<file path="src/rtl/muller_c_proj_formal_top.sv">
// Synchronous Muller C-element wrapper for the muller_c project.
// The 2/3-input C-element state sits next to a wrapping transition counter,
// registered rise/fall cover pulses and a sticky consistency monitor.
// The monitor re-derives every state change from the inputs of the
// previous cycle.
module muller_c_proj_formal_top #(
  parameter int CNT_W = 8
) (
  input  logic             wb_clk_i,
  input  logic             wb_rst_i,
  input  logic [5:0]       io_in,
  output logic             c_out,
  output logic             c_out_n,
  output logic [CNT_W-1:0] trans_count,
  output logic             cov_rise,
  output logic             cov_fall,
  output logic             violation
);

  // Pad decode of the current inputs.
  logic [2:0] data_in;
  logic       mode3_in;
  logic       clr_in;
  logic       en_in;

  assign data_in  = io_in[2:0];
  assign mode3_in = io_in[3];
  assign clr_in   = io_in[4];
  assign en_in    = io_in[5];

  // Registered state.
  logic             state_q, state_d;
  logic             state_n_q;
  logic [CNT_W-1:0] cnt_q, cnt_d;
  logic             rise_q, rise_d;
  logic             fall_q, fall_d;
  logic             prev_q;
  logic [5:0]       shadow_q;
  logic             shadow_vld_q;
  logic             viol_q, viol_d;

  // Shadow decode: the inputs that produced the current state.
  logic [2:0] sh_data;
  logic       sh_mode3;
  logic       sh_clr;
  logic       sh_en;

  assign sh_data  = shadow_q[2:0];
  assign sh_mode3 = shadow_q[3];
  assign sh_clr   = shadow_q[4];
  assign sh_en    = shadow_q[5];

  // Per-input agreement terms. An input that is not part of the active set
  // (c while mode3=0) counts as agreeing with both polarities.
  logic [2:0] act_mask, sh_act_mask;
  logic [2:0] cur_one, cur_zero;
  logic [2:0] sh_one, sh_zero;

  assign act_mask    = {mode3_in, 2'b11};
  assign sh_act_mask = {sh_mode3, 2'b11};

  genvar gi;
  generate
    for (gi = 0; gi < 3; gi++) begin : g_agree
      assign cur_one[gi]  =  data_in[gi] | ~act_mask[gi];
      assign cur_zero[gi] = ~data_in[gi] | ~act_mask[gi];
      assign sh_one[gi]   =  sh_data[gi] | ~sh_act_mask[gi];
      assign sh_zero[gi]  = ~sh_data[gi] | ~sh_act_mask[gi];
    end
  endgenerate

  logic all_one, all_zero;
  assign all_one  = &cur_one;
  assign all_zero = &cur_zero;

  // Next C-element state: clear beats enable, disagreement holds.
  always_comb begin
    state_d = state_q;
    if (clr_in) begin
      state_d = 1'b0;
    end else if (en_in) begin
      if (all_one) begin
        state_d = 1'b1;
      end else if (all_zero) begin
        state_d = 1'b0;
      end
    end
  end

  // Transition bookkeeping: counter step and the cover pulses for this edge.
  always_comb begin
    cnt_d  = cnt_q;
    rise_d = 1'b0;
    fall_d = 1'b0;
    if (state_d != state_q) begin
      cnt_d  = cnt_q + {{(CNT_W-1){1'b0}}, 1'b1};
      rise_d = state_d;
      fall_d = ~state_d;
    end
  end

  // Monitor: a change of the state is legal only when the shadowed inputs
  // forced it (clear, or enable with every active input at the new value).
  logic sh_justified;
  always_comb begin
    sh_justified = sh_clr | (sh_en & (state_q ? (&sh_one) : (&sh_zero)));
    viol_d       = viol_q;
    if (shadow_vld_q && (state_q != prev_q) && !sh_justified) begin
      viol_d = 1'b1;
    end
  end

  // State, complement, counter and cover pulses, all reset synchronously.
  always_ff @(posedge wb_clk_i) begin
    if (wb_rst_i) begin
      state_q   <= 1'b0;
      state_n_q <= 1'b1;
      cnt_q     <= '0;
      rise_q    <= 1'b0;
      fall_q    <= 1'b0;
    end else begin
      state_q   <= state_d;
      state_n_q <= ~state_d;
      cnt_q     <= cnt_d;
      rise_q    <= rise_d;
      fall_q    <= fall_d;
    end
  end

  // Shadow of last cycle's inputs and state for the monitor; the valid
  // flag keeps the first post-reset cycle from being judged against
  // stale inputs.
  always_ff @(posedge wb_clk_i) begin
    if (wb_rst_i) begin
      shadow_q     <= '0;
      shadow_vld_q <= 1'b0;
      prev_q       <= 1'b0;
      viol_q       <= 1'b0;
    end else begin
      shadow_q     <= io_in;
      shadow_vld_q <= 1'b1;
      prev_q       <= state_q;
      viol_q       <= viol_d;
    end
  end

  assign c_out       = state_q;
  assign c_out_n     = state_n_q;
  assign trans_count = cnt_q;
  assign cov_rise    = rise_q;
  assign cov_fall    = fall_q;
  assign violation   = viol_q;

`ifdef FORMAL
  // Safety properties and reachability covers for BMC/cover runs.
  always @(posedge wb_clk_i) begin
    if (!wb_rst_i) begin
      assert (c_out_n == ~c_out);
      assert (!(cov_rise && cov_fall));
      assert (!violation);
      cover (cov_rise);
      cover (cov_fall);
      cover (trans_count == CNT_W'(2));
    end
  end
`endif

endmodule

</file>
<file path="config.mk">
export PLATFORM = sky130hd
export DESIGN_NAME = muller_c_proj_formal_top
export DESIGN_NICKNAME = d
export VERILOG_FILES = /design/src/rtl/muller_c_proj_formal_top.sv
export SDC_FILE = /design/constraint.sdc
export NUM_CORES = 1
export LEC_CHECK = 0
export CAP_MARGIN = 20
export CORE_MARGIN = 2
export CORE_UTILIZATION = 25
export CTS_CLUSTER_SIZE = 25
export DETAILED_ROUTE_END_ITERATION = 10
export DONT_BUFFER_PORTS = 1
export GPL_TIMING_DRIVEN = 0
export SETUP_SLACK_MARGIN = 0.5
export SLEW_MARGIN = 20
export SYNTH_ARGS = -nofsm -noshare
export SYNTH_HDL_FRONTEND = slang
export SYNTH_SLANG_ARGS = --single-unit
</file>
<file path="constraint.sdc">
create_clock -name wb_clk_i -period 2.95 [get_ports wb_clk_i]
set_input_delay 0.1475 -clock wb_clk_i [delete_from_list [all_inputs] [get_ports wb_clk_i]]
set_output_delay 0.1475 -clock wb_clk_i [all_outputs]
set_load 0.005 [all_outputs]
</file>
==> results of run 1 <==
==> power breakdown <==
part           internal (W)  total [W]  switching [W]
Sequential         0.000291   0.000295     0.00000406
Combinational     0.0000156  0.0000311      0.0000156
Clock             0.0000527   0.000136      0.0000838
Total              0.000359   0.000462       0.000103
==> cell usage in the layout, fill, tap and decap left out, types with 3 or more instances in the layout <==
cell type | netlist | final
clkbuf_1 | 2 | 3
nor2b_1 | 9 | 9
nor2_1 | 13 | 13
dlygate4sd3_1 | 0 | 7
clkbuf_4 | 0 | 3
nand3_1 | 4 | 4
inv_1 | 4 | 4
dfxtp_1 | 21 | 21
nand2_1 | 4 | 4
xnor2_1 | 6 | 6
==> routing by layer <==
layer | global-route usage [%] | vias to the layer above | wire, µm
met4 | 2.795 | 0 | 13
met3 | 5.672 | 2 | 228
met2 | 17.63 | 23 | 800
li1 | - | 310 | -
met1 | 12.68 | 288 | 713
met5 | 0 | - | 0
==> worst paths after layout <==
kind	depth (start not counted)	slack (ns)	to
worst max-delay path	5	1.40	violation$_SDFFE_PP0P_
worst max register to register	5	1.40	violation$_SDFFE_PP0P_
worst min-delay path	2	0.06	cov_fall$_SDFF_PP0_
worst min register to register	2	0.52	violation$_SDFFE_PP0P_
==> final cells by class <==
type	instances	area, µm²
Sequential cell	21	420.4
Clock buffer	4	26.28
Inverter	4	15.01
Fill cell	343	2106
Tap cell	44	55.05
Timing Repair Buffer	7	70.07
Buffer	2	7.507
Multi-Input combinational cell	56	377.9
==> state kept, by name, summed over array words and instances, names as in the netlist <==
register / flops
cov_rise: 1
c_out_n: 1
cov_fall: 1
violation: 1
shadow_vld_q: 1
prev_q: 1
trans_count: 8
shadow_q: 6
c_out: 1
==> per-stage QoR <==
step | setup slack, ns | instances
detailed placement | 1.454 | 127
global placement | 1.503 | 127
floorplan | 1.702 | 83
CTS | 1.424 | 138
finish | 1.400 | 138
global route | 1.261 | 138
==> logic make-up after synthesis <==
| kind of cell | count (synthesis) |
|---|---|
| DFF | 21 |
| AOI/OAI and AO/OA | 15 |
| adders and majority gates | 1 |
| buffers and inverters | 6 |
| and+or+nand+nor | 33 |
| muxes | 1 |
| xor gates and xnor gates | 6 |
==> what timing repair did <==
item / CTS / global route
setup buffers: 0 / 0
resized for setup: 0 / 0
hold buffers: 7 / 0
hold endpoints to repair: 8 / 0
==> metrics.txt, run 1 <==
status finished, final reports clean; most instantiated flip-flop cell in the synthesis netlist dfxtp_1; pin count of the biggest net entering global routing 12; Final Max Slew Viols 0; startpoint of the most critical hold path io_in[4]; die outline area 0.003758 mm²; Total Routing Usage GR 10.88%; sum of net half-perimeters after detailed placement 1.206 mm; minimum clock period 1.550 ns; wire length of the first global-routing pass 2.980 mm; CTS tree yes; PnR Total Power 0.0004622 W; count of flip-flops with a built-in enable after synthesis 0; residual antenna-violating net count after detailed routing 0; kind of launch point of the worst setup path register; Most common cell on crit path nor2_1; diode insertion count for antenna repair 0; Synth top area share 51.22%; cell taking the most area after synthesis dfxtp_1; cell count after synthesis 83; critical path required time 3.19 ns; routed length per instance 12.72 µm; Static Leak 0.3452 nW; Max-Slew Margin vs Limit 66.40%; # setup viols final 0; Tightest Pin Transition 0.5024 ns; xor/xnor cell area share of the yosys netlist 6.402%; count of cell types in the netlist 23; Hold Slack 0.06370 ns; area after detailed placement 875.8 µm²; Clk Latency, worst-skew pair 0.30 ns; cell area after synthesis 820.8 µm²; top cells by count, synth 21 x dfxtp_1, 13 x nor2_1, 9 x nor2b_1, 6 x xnor2_1; max cap viols 0; kind of critical path register to register; highest fanout seen on the critical path 10; Boundary Pins 21; largest stage delay on the critical path 0.50 ns; average instance area after synthesis 9.889 µm²; area fraction in and, or, nand and nor cells after synthesis 19.82%; die height 61.30 µm; final core utilization 31.59%; master of the slowest instance on the critical path dfxtp_1; detailed-router iteration count before antenna repair 4; placer congestion estimate 0.7370; Worst Path Buf+Inv 1; Post-Synth Adder-Cell Area 1.524%; worst setup path startpoint c_out$_SDFF_PP0_; unrepaired setup endpoints after global routing no; final cell area excluding filler cells 972.2 µm²; Synth Area in Compound Gates 17.07%; worst supply voltage drop on vdd 0.1556 mV; mux share of post-synthesis cell area 1.220%; data arrival at the endpoint of the critical path 1.79 ns; Total Routed Length 1.756 mm; final layout net count 104; maximum clock frequency 0.6452 GHz; number of vias in the routed layout 623; worst path cell trace clkbuf_1, o21ai_0, a221oi_1, nor2_1, nor2_1; area inside the core boundary 0.003078 mm²; endpoint class of the critical path register; type of the most critical hold path primary input to register; root cell of the clock tree clkbuf_4; initial core utilization 26.67%; layout cells sized above 1 8.511%; power per standard cell area 475.5 mW/mm²; remaining global-route overflow 0; CTS H-Tree Depth 1; CTS Buf Count 3; detailed router's first-iteration violation count 53; number of buffers added on ports 0; number of antenna violations at the first check in global routing 0; clock transition at the registers of the reported paths 0.11 ns; number of warnings reported in the yosys synthesis log 0; count of final hold-check violations 0; startpoint of the worst register-to-register path c_out$_SDFF_PP0_; accumulated negative setup slack 0 ns; overall die width 61.30 µm; critical path's top delay family flip-flops; site row count 20; clock skew after layout 0.001480 ns; post-synthesis async set-or-reset flop share 0%; cell types occupying the most area after synthesis dfxtp_1 51%, nor2b_1 6.9%, xnor2_1 6.4%; combinational family with the most area after synthesis simple AND/OR/NAND/NOR gates; Area Growth Syn to Fin 18.45%; number of storage elements in the synthesis netlist 21; vias in the first global route 654; Tcrit/Tclk final 52.54%; # DRC 0; sequential cell area fraction in the yosys report 51.22%; total nets after synthesis 92; via-per-instance ratio 4.514; clk sinks 21; cell with the most instances after synthesis dfxtp_1; Max Buffers Root-to-Sink 2
No activity file was read; power rests on OpenSTA's default activity.
==> run 2: changes to the inputs <==
==> constraint.sdc (replaced) <==
create_clock -name wb_clk_i -period 1.32 [get_ports wb_clk_i]
set_input_delay 0.066 -clock wb_clk_i [delete_from_list [all_inputs] [get_ports wb_clk_i]]
set_output_delay 0.066 -clock wb_clk_i [all_outputs]
set_load 0.005 [all_outputs]
==> run 2 against run 1 <==
Against the previous run: the flow now finishes with violations (negative hold slack); utilization increased by 5.8 points; hold slack got worse by 0.15 ns; clock power increased by 120%; via count increased by 3.5%; total power increased by 130%; first-iteration DRC count decreased by 92%; cell count increased by 1.4%; global-route usage increased by 0.29 points; flip-flop and latch count unchanged; critical path depth decreased by 1; count of clock-buffer cells in the layout unchanged; critical endpoint is now trans_count[7]$_SDFFE_PP0P_; largest cell class is now multi-input gates; highest routed layer unchanged.
==> metrics.txt, run 2 (synthesis gave the netlist of run 1 again) <==
Area Growth Syn to Fin 40.24%; worst path cell trace clkbuf_16, a211oi_4, a21oi_1, a31o_1; CTS Buf Count 3 (unchanged); Tcrit/Tclk final 93.69% (+41 points); Static Leak 0.3820 nW (+11%); unrepaired setup endpoints after global routing yes; data arrival at the endpoint of the critical path 1.44 ns (-0.35 ns); commonest cells after routing, fill and taps aside 14 x dfxtp_1, 13 x nor2_1, 8 x nor2b_1; final cell area excluding filler cells 0.001151 mm² (+18%); sum of net half-perimeters after detailed placement 1.191 mm (-1.2%); # DRC 0 (unchanged); area used by multi-input combinational logic 494.2 µm² (+31%); critical path required time 1.52 ns (-1.67 ns); Boundary Pins 21 (unchanged); most common cell after layout, fill and taps aside dfxtp_1; detailed router's first-iteration violation count 4 (-92%); power per standard cell area 906.3 mW/mm² (+91%); via-per-instance ratio 4.607 (+2.1%); remaining global-route overflow 0 (unchanged); largest stage delay on the critical path 0.42 ns (-0.08 ns); Tightest Pin Transition 0.4672 ns (-0.03520 ns); count of hold buffers inserted by post-cts repair 6 (-1); Max-Slew Margin vs Limit 68.85% (+2.5 points); pre-CTS WS 0.04207 ns (-1.412 ns); number of filler instances in the final layout 309 (-9.9%); diode insertion count for antenna repair 0 (unchanged); count of final hold-check violations 4 (+4); clock transition at the registers of the reported paths 0.11 ns (about the same); routed length per instance 12.86 µm (+1.1%); minimum clock period 1.237 ns (-0.3133 ns); post-layout worst setup margin 0.08334 ns (-1.317 ns); Largest register FFs 8 (unchanged); final layout net count 106 (+1.9%); layout cells sized above 1 29.17% (+21 points); max cap viols 0 (unchanged); area after detailed placement 945.9 µm² (+8.0%); worst supply voltage drop on vdd 0.3932 mV (+150%); Final Max Slew Viols 0 (unchanged); root cell of the clock tree clkbuf_4; Total Routing Usage GR 11.17% (+0.29 points); # setup viols final 0 (unchanged); die outline area 0.003758 mm² (unchanged); area inside the core boundary 0.003078 mm² (unchanged); master of the slowest instance on the critical path dfxtp_4; type of the most critical hold path primary input to register; number of antenna violations at the first check in global routing 0 (unchanged); clk sinks 21 (unchanged); accumulated negative setup slack 0 ns (unchanged); placer congestion estimate 0.7125 (-3.3%); initial core utilization 26.67% (unchanged); kind of critical path register to register; Clk Latency, worst-skew pair 0.30 ns (about the same); FF/Latch Area 439.2 µm² (+4.5%); die height 61.30 µm (unchanged); Hold Slack -0.08980 ns (-0.1535 ns); overall die width 61.30 µm (unchanged); detailed-router iteration count before antenna repair 4 (unchanged); PnR Total Power 0.001043 W (+130%); failing checks negative hold slack; status finished, violations left; vias in the first global route 699 (+6.9%); highest fanout seen on the critical path 7 (-3); site row count 20 (unchanged); Total Routed Length 1.801 mm (+2.6%); number of buffers added on ports 0 (unchanged); CTS tree yes; kind of launch point of the worst setup path register; number of vias in the routed layout 645 (+3.5%); residual antenna-violating net count after detailed routing 0 (unchanged); Max Buffers Root-to-Sink 2 (unchanged); endpoint class of the critical path register; CTS H-Tree Depth 1 (unchanged); wire length of the first global-routing pass 3.022 mm (+1.4%); pin count of the biggest net entering global routing 12 (unchanged); maximum clock frequency 0.8086 GHz (+25%); clock skew after layout 0.005222 ns (+0.003742 ns)
## run 2: final timing paths
kind	from	endpoint	slack [ns]	depth (start not counted)
hold reg to reg	violation$_SDFFE_PP0P_	violation$_SDFFE_PP0P_	0.51	2
hold / removal	io_in[4]	shadow_q[4]$_SDFF_PP0_	-0.09	1
setup reg to reg	c_out$_SDFF_PP0_	trans_count[7]$_SDFFE_PP0P_	0.08	4
setup / recovery	c_out$_SDFF_PP0_	trans_count[7]$_SDFFE_PP0P_	0.08	4
## run 2: layer usage
layer / part of all wire [%] / up-vias / global-route usage (%) / wire, µm
li1: - / 308 / - / -
met1: 37 / 304 / 10.85 / 671
met2: 51 / 21 / 19.45 / 921
met3: 7.1 / 12 / 4.412 / 127
met4: 4.4 / 0 / 7.453 / 80
met5: 0 / - / 0 / 0
## run 2: final cells by class
| class | count | share of cell area (%) |
|---|---|---|
| Buffer | 2 | 2.500 |
| Clock buffer | 4 | 2.283 |
| Inverter | 4 | 1.304 |
| Multi-Input combinational cell | 56 | 42.93 |
| Sequential cell | 21 | 38.15 |
| Tap cell | 44 | 4.783 |
| Timing Repair Buffer | 9 | 8.044 |
## run 2: critical path: cells and delay by family, from the launching register on
kind / cells / cell delay [ns]
compound gates: 3 / 0.55
buf+inv: 1 / 0.17
flops: 1 / 0.42
## run 2: power breakdown
group | internal (W) | switching (W) | total (W)
Clock | 0.000118 | 0.000179 | 0.000296
Sequential | 0.000643 | 0.0000152 | 0.000658
Combinational | 0.0000448 | 0.0000439 | 0.0000887
## run 2: metrics by stage
stage	utilization, %	hold WS [ns]	instances
2_1_floorplan	-	0.1376	83
3_3_place_gp	30.73	0.1417	127
3_5_place_dp	30.73	0.1412	127
4_1_cts	36.06	-0.1105	140
5_1_grt	37.40	-0.1107	140
6_report	37.40	-0.08980	140
## run 2: timing repair
item,in CTS,in global routing
gates resized for setup,10,6
endpoints found under the hold margin,13,4
setup endpoints to repair,15,15
gates cloned,1,0
buffers inserted,2,0
pin swaps,2,7
==> run 3: changes to the inputs <==
--- a/config.mk
+++ b/config.mk
@@ -6,13 +6,14 @@
 export NUM_CORES = 1
 export LEC_CHECK = 0
 export CAP_MARGIN = 20
-export CORE_MARGIN = 2
 export CORE_UTILIZATION = 25
 export CTS_CLUSTER_SIZE = 25
 export DETAILED_ROUTE_END_ITERATION = 10
 export DONT_BUFFER_PORTS = 1
 export GPL_TIMING_DRIVEN = 0
+export MAX_ROUTING_LAYER = met4
 export SETUP_SLACK_MARGIN = 0.5
+export SKIP_LAST_GASP = 1
 export SLEW_MARGIN = 20
 export SYNTH_ARGS = -nofsm -noshare
 export SYNTH_HDL_FRONTEND = slang
==> run 3 against run 2 <==
Against the previous run: the flow still finishes with violations (negative hold slack); fmax fell by 0.17%; global-route usage grew 1.5 points; register-to-register slack about the same; routed wire length increased by 0.67%; critical endpoint unchanged.
==> metrics.txt, run 3 (synthesis gave the netlist of run 1 again) <==
count of final hold-check violations 5 (+1); kind of critical path register to register; Clk Latency, worst-skew pair 0.31 ns (about the same); net load switching power 0.0002520 W (+5.9%); die height 59.30 µm (-3.3%); remaining global-route overflow 0 (unchanged); post-layout worst setup margin 0.08125 ns (-0.002084 ns); Detail Route met2 WL 940 µm (+2.1%); unrepaired setup endpoints after global routing yes; combinational cell fraction of total power 8.1% (-0.4 points); maximum clock frequency 0.8073 GHz (-0.17%); overall die width 59.30 µm (-3.3%); data arrival at the endpoint of the critical path 1.46 ns (+0.02 ns); Total Routing Usage GR 12.65% (+1.5 points); vias in the first global route 697 (-0.29%); highest signal layer in the routed design met4; minimum clock period 1.239 ns (+0.002084 ns); Static Leak 0.3707 nW (-3.0%); wire length of the first global-routing pass 3.180 mm (+5.2%); clock network power share 29.6% (+1.2 points); area inside the core boundary 0.003078 mm² (unchanged); Final Max Slew Viols 0 (unchanged); routed length per instance 13.04 µm (+1.4%); number of vias in the routed layout 625 (-3.1%); status finished, violations left; Boundary Pins 21 (unchanged); number of buffers added on ports 0 (unchanged); critical path's top delay family compound AO/OA/AOI/OAI gates; highest fanout seen on the critical path 9 (+2); pin count of the biggest net entering global routing 13 (+1); Worst Reg-to-Reg Cells 4 (unchanged); # DRC 0 (unchanged); Worst Path Buf+Inv 1 (unchanged); critical path required time 1.54 ns (+0.02 ns); sum of net half-perimeters after detailed placement 1.230 mm (+3.2%); Largest register FFs 8 (unchanged); failing checks negative hold slack; Area Growth Syn to Fin 36.28%; hold-critical path depth 1 (unchanged); clock skew after layout 0.01025 ns (+0.005027 ns); final layout net count 105 (-0.94%); via-per-instance ratio 4.496 (-2.4%); detailed router's first-iteration violation count 5 (+1); pre-CTS WS 0.02022 ns (-0.02186 ns); CTS H-Tree Depth 1 (unchanged); routed metal-1 wire length 703 µm (+4.8%); sequential group share of total power 62.3% (-0.8 points); Hold Slack -0.1125 ns (-0.02269 ns); number of filler instances in the final layout 313 (+1.3%); layout cells sized above 1 27.37% (-1.8 points); Max Buffers Root-to-Sink 2 (unchanged); CTS tree yes; Int Pwr 0.0007969 W (-1.1%); Tcrit/Tclk final 93.84% (+0.16 points); largest stage delay on the critical path 0.41 ns (about the same); type of the most critical hold path primary input to register; accumulated negative setup slack 0 ns (unchanged); initial core utilization 26.67% (unchanged); die outline area 0.003516 mm² (-6.4%); CTS Buf Count 3 (unchanged); master of the slowest instance on the critical path dfxtp_4; Sw Share 24.02% (+1.2 points); clock transition at the registers of the reported paths 0.12 ns (about the same); placer congestion estimate 0.7029 (-1.3%); detailed-router iteration count before antenna repair 4 (unchanged); Tightest Pin Transition 0.4817 ns (+0.01443 ns); root cell of the clock tree clkbuf_4; Crit. path cell count 4 (unchanged); sum of met3 wire segment lengths after detailed routing 121 µm (-4.7%); kind of launch point of the worst setup path register; Total Routed Length 1.813 mm (+0.67%); worst supply voltage drop on vdd 0.3317 mV (-16%); # setup viols final 0 (unchanged); clk sinks 21 (unchanged); max cap viols 0 (unchanged); commonest cells after routing, fill and taps aside 13 x nor2_1, 13 x dfxtp_1, 8 x nor2b_1; diode insertion count for antenna repair 0 (unchanged); worst path cell trace clkbuf_16, a211oi_4, a21oi_1, a31o_1; Max-Slew Margin vs Limit 67.89% (-0.96 points); site row count 20 (unchanged); endpoint class of the critical path register; number of antenna violations at the first check in global routing 0 (unchanged); power per standard cell area 937.7 mW/mm² (+3.5%); residual antenna-violating net count after detailed routing 0 (unchanged)
-- run 3: worst paths after layout --
check	slack (ns)	startpoint	end
worst min-delay path	-0.11	io_in[4]	shadow_q[4]$_SDFF_PP0_
worst max-delay path	0.08	c_out$_SDFF_PP0_	trans_count[7]$_SDFFE_PP0P_
worst min register to register	0.52	violation$_SDFFE_PP0P_	violation$_SDFFE_PP0P_
worst max register to register	0.08	c_out$_SDFF_PP0_	trans_count[7]$_SDFFE_PP0P_
-- run 3: metrics by stage --
step	utilization, %	instances	power (W)	hold WS [ns]	instance area (µm²)
after floorplan	-	83	0.0007168	0.1376	890.9
after global placement	30.73	127	0.0007274	0.1418	945.9
after detailed placement	30.73	127	0.0007290	0.1399	945.9
after CTS	35.85	138	0.001052	-0.1138	1104
after global routing	36.34	139	0.001113	-0.1270	1119
final	36.34	139	0.001049	-0.1125	1119
-- run 3: layer usage --
layer,vias to the layer above,GRT usage [%]
met2,15,21.19
met4,0,8.163
met1,296,12.63
met5,-,-
li1,308,-
met3,6,3.930
-- run 3: cell type report --
type                            count  area (µm²)  share of cell area [%]
Multi-Input combinational cell     56       471.7                   42.17
Sequential cell                    21       442.9                   39.60
Timing Repair Buffer                8       77.57                   6.935
Tap cell                           44       55.05                   4.922
Buffer                              2       28.78                   2.573
Clock buffer                        3       22.52                   2.013
Inverter                            4       15.01                   1.342
Clock inverter                      1       5.005                  0.4474
-- run 3: worst reg2reg max path: stages, from the launching register on --
cell       delay (ns)
dfxtp_4          0.41
clkbuf_16        0.18
a211oi_4         0.26
a21oi_1          0.10
a31o_1           0.19
-- run 3: what timing repair did --
action	4_1_cts	5_1_grt
resized for setup	12	3
hold buffers	6	1
cloned	0	0
setup buffers	1	0
pin swaps	3	2
endpoints found under the setup margin	15	20
hold endpoints to repair	12	6
-- run 3: power groups by stage --
stage / logic [W] / registers, W / clock network [W]
3_3_place_gp: 0.0000562 / 0.000671 / 0
4_1_cts: 0.0000816 / 0.000654 / 0.000316
3_5_place_dp: 0.0000573 / 0.000672 / 0
6_report: 0.0000847 / 0.000654 / 0.000310
2_1_floorplan: 0.0000478 / 0.000669 / 0
5_1_grt: 0.0000918 / 0.000657 / 0.000364
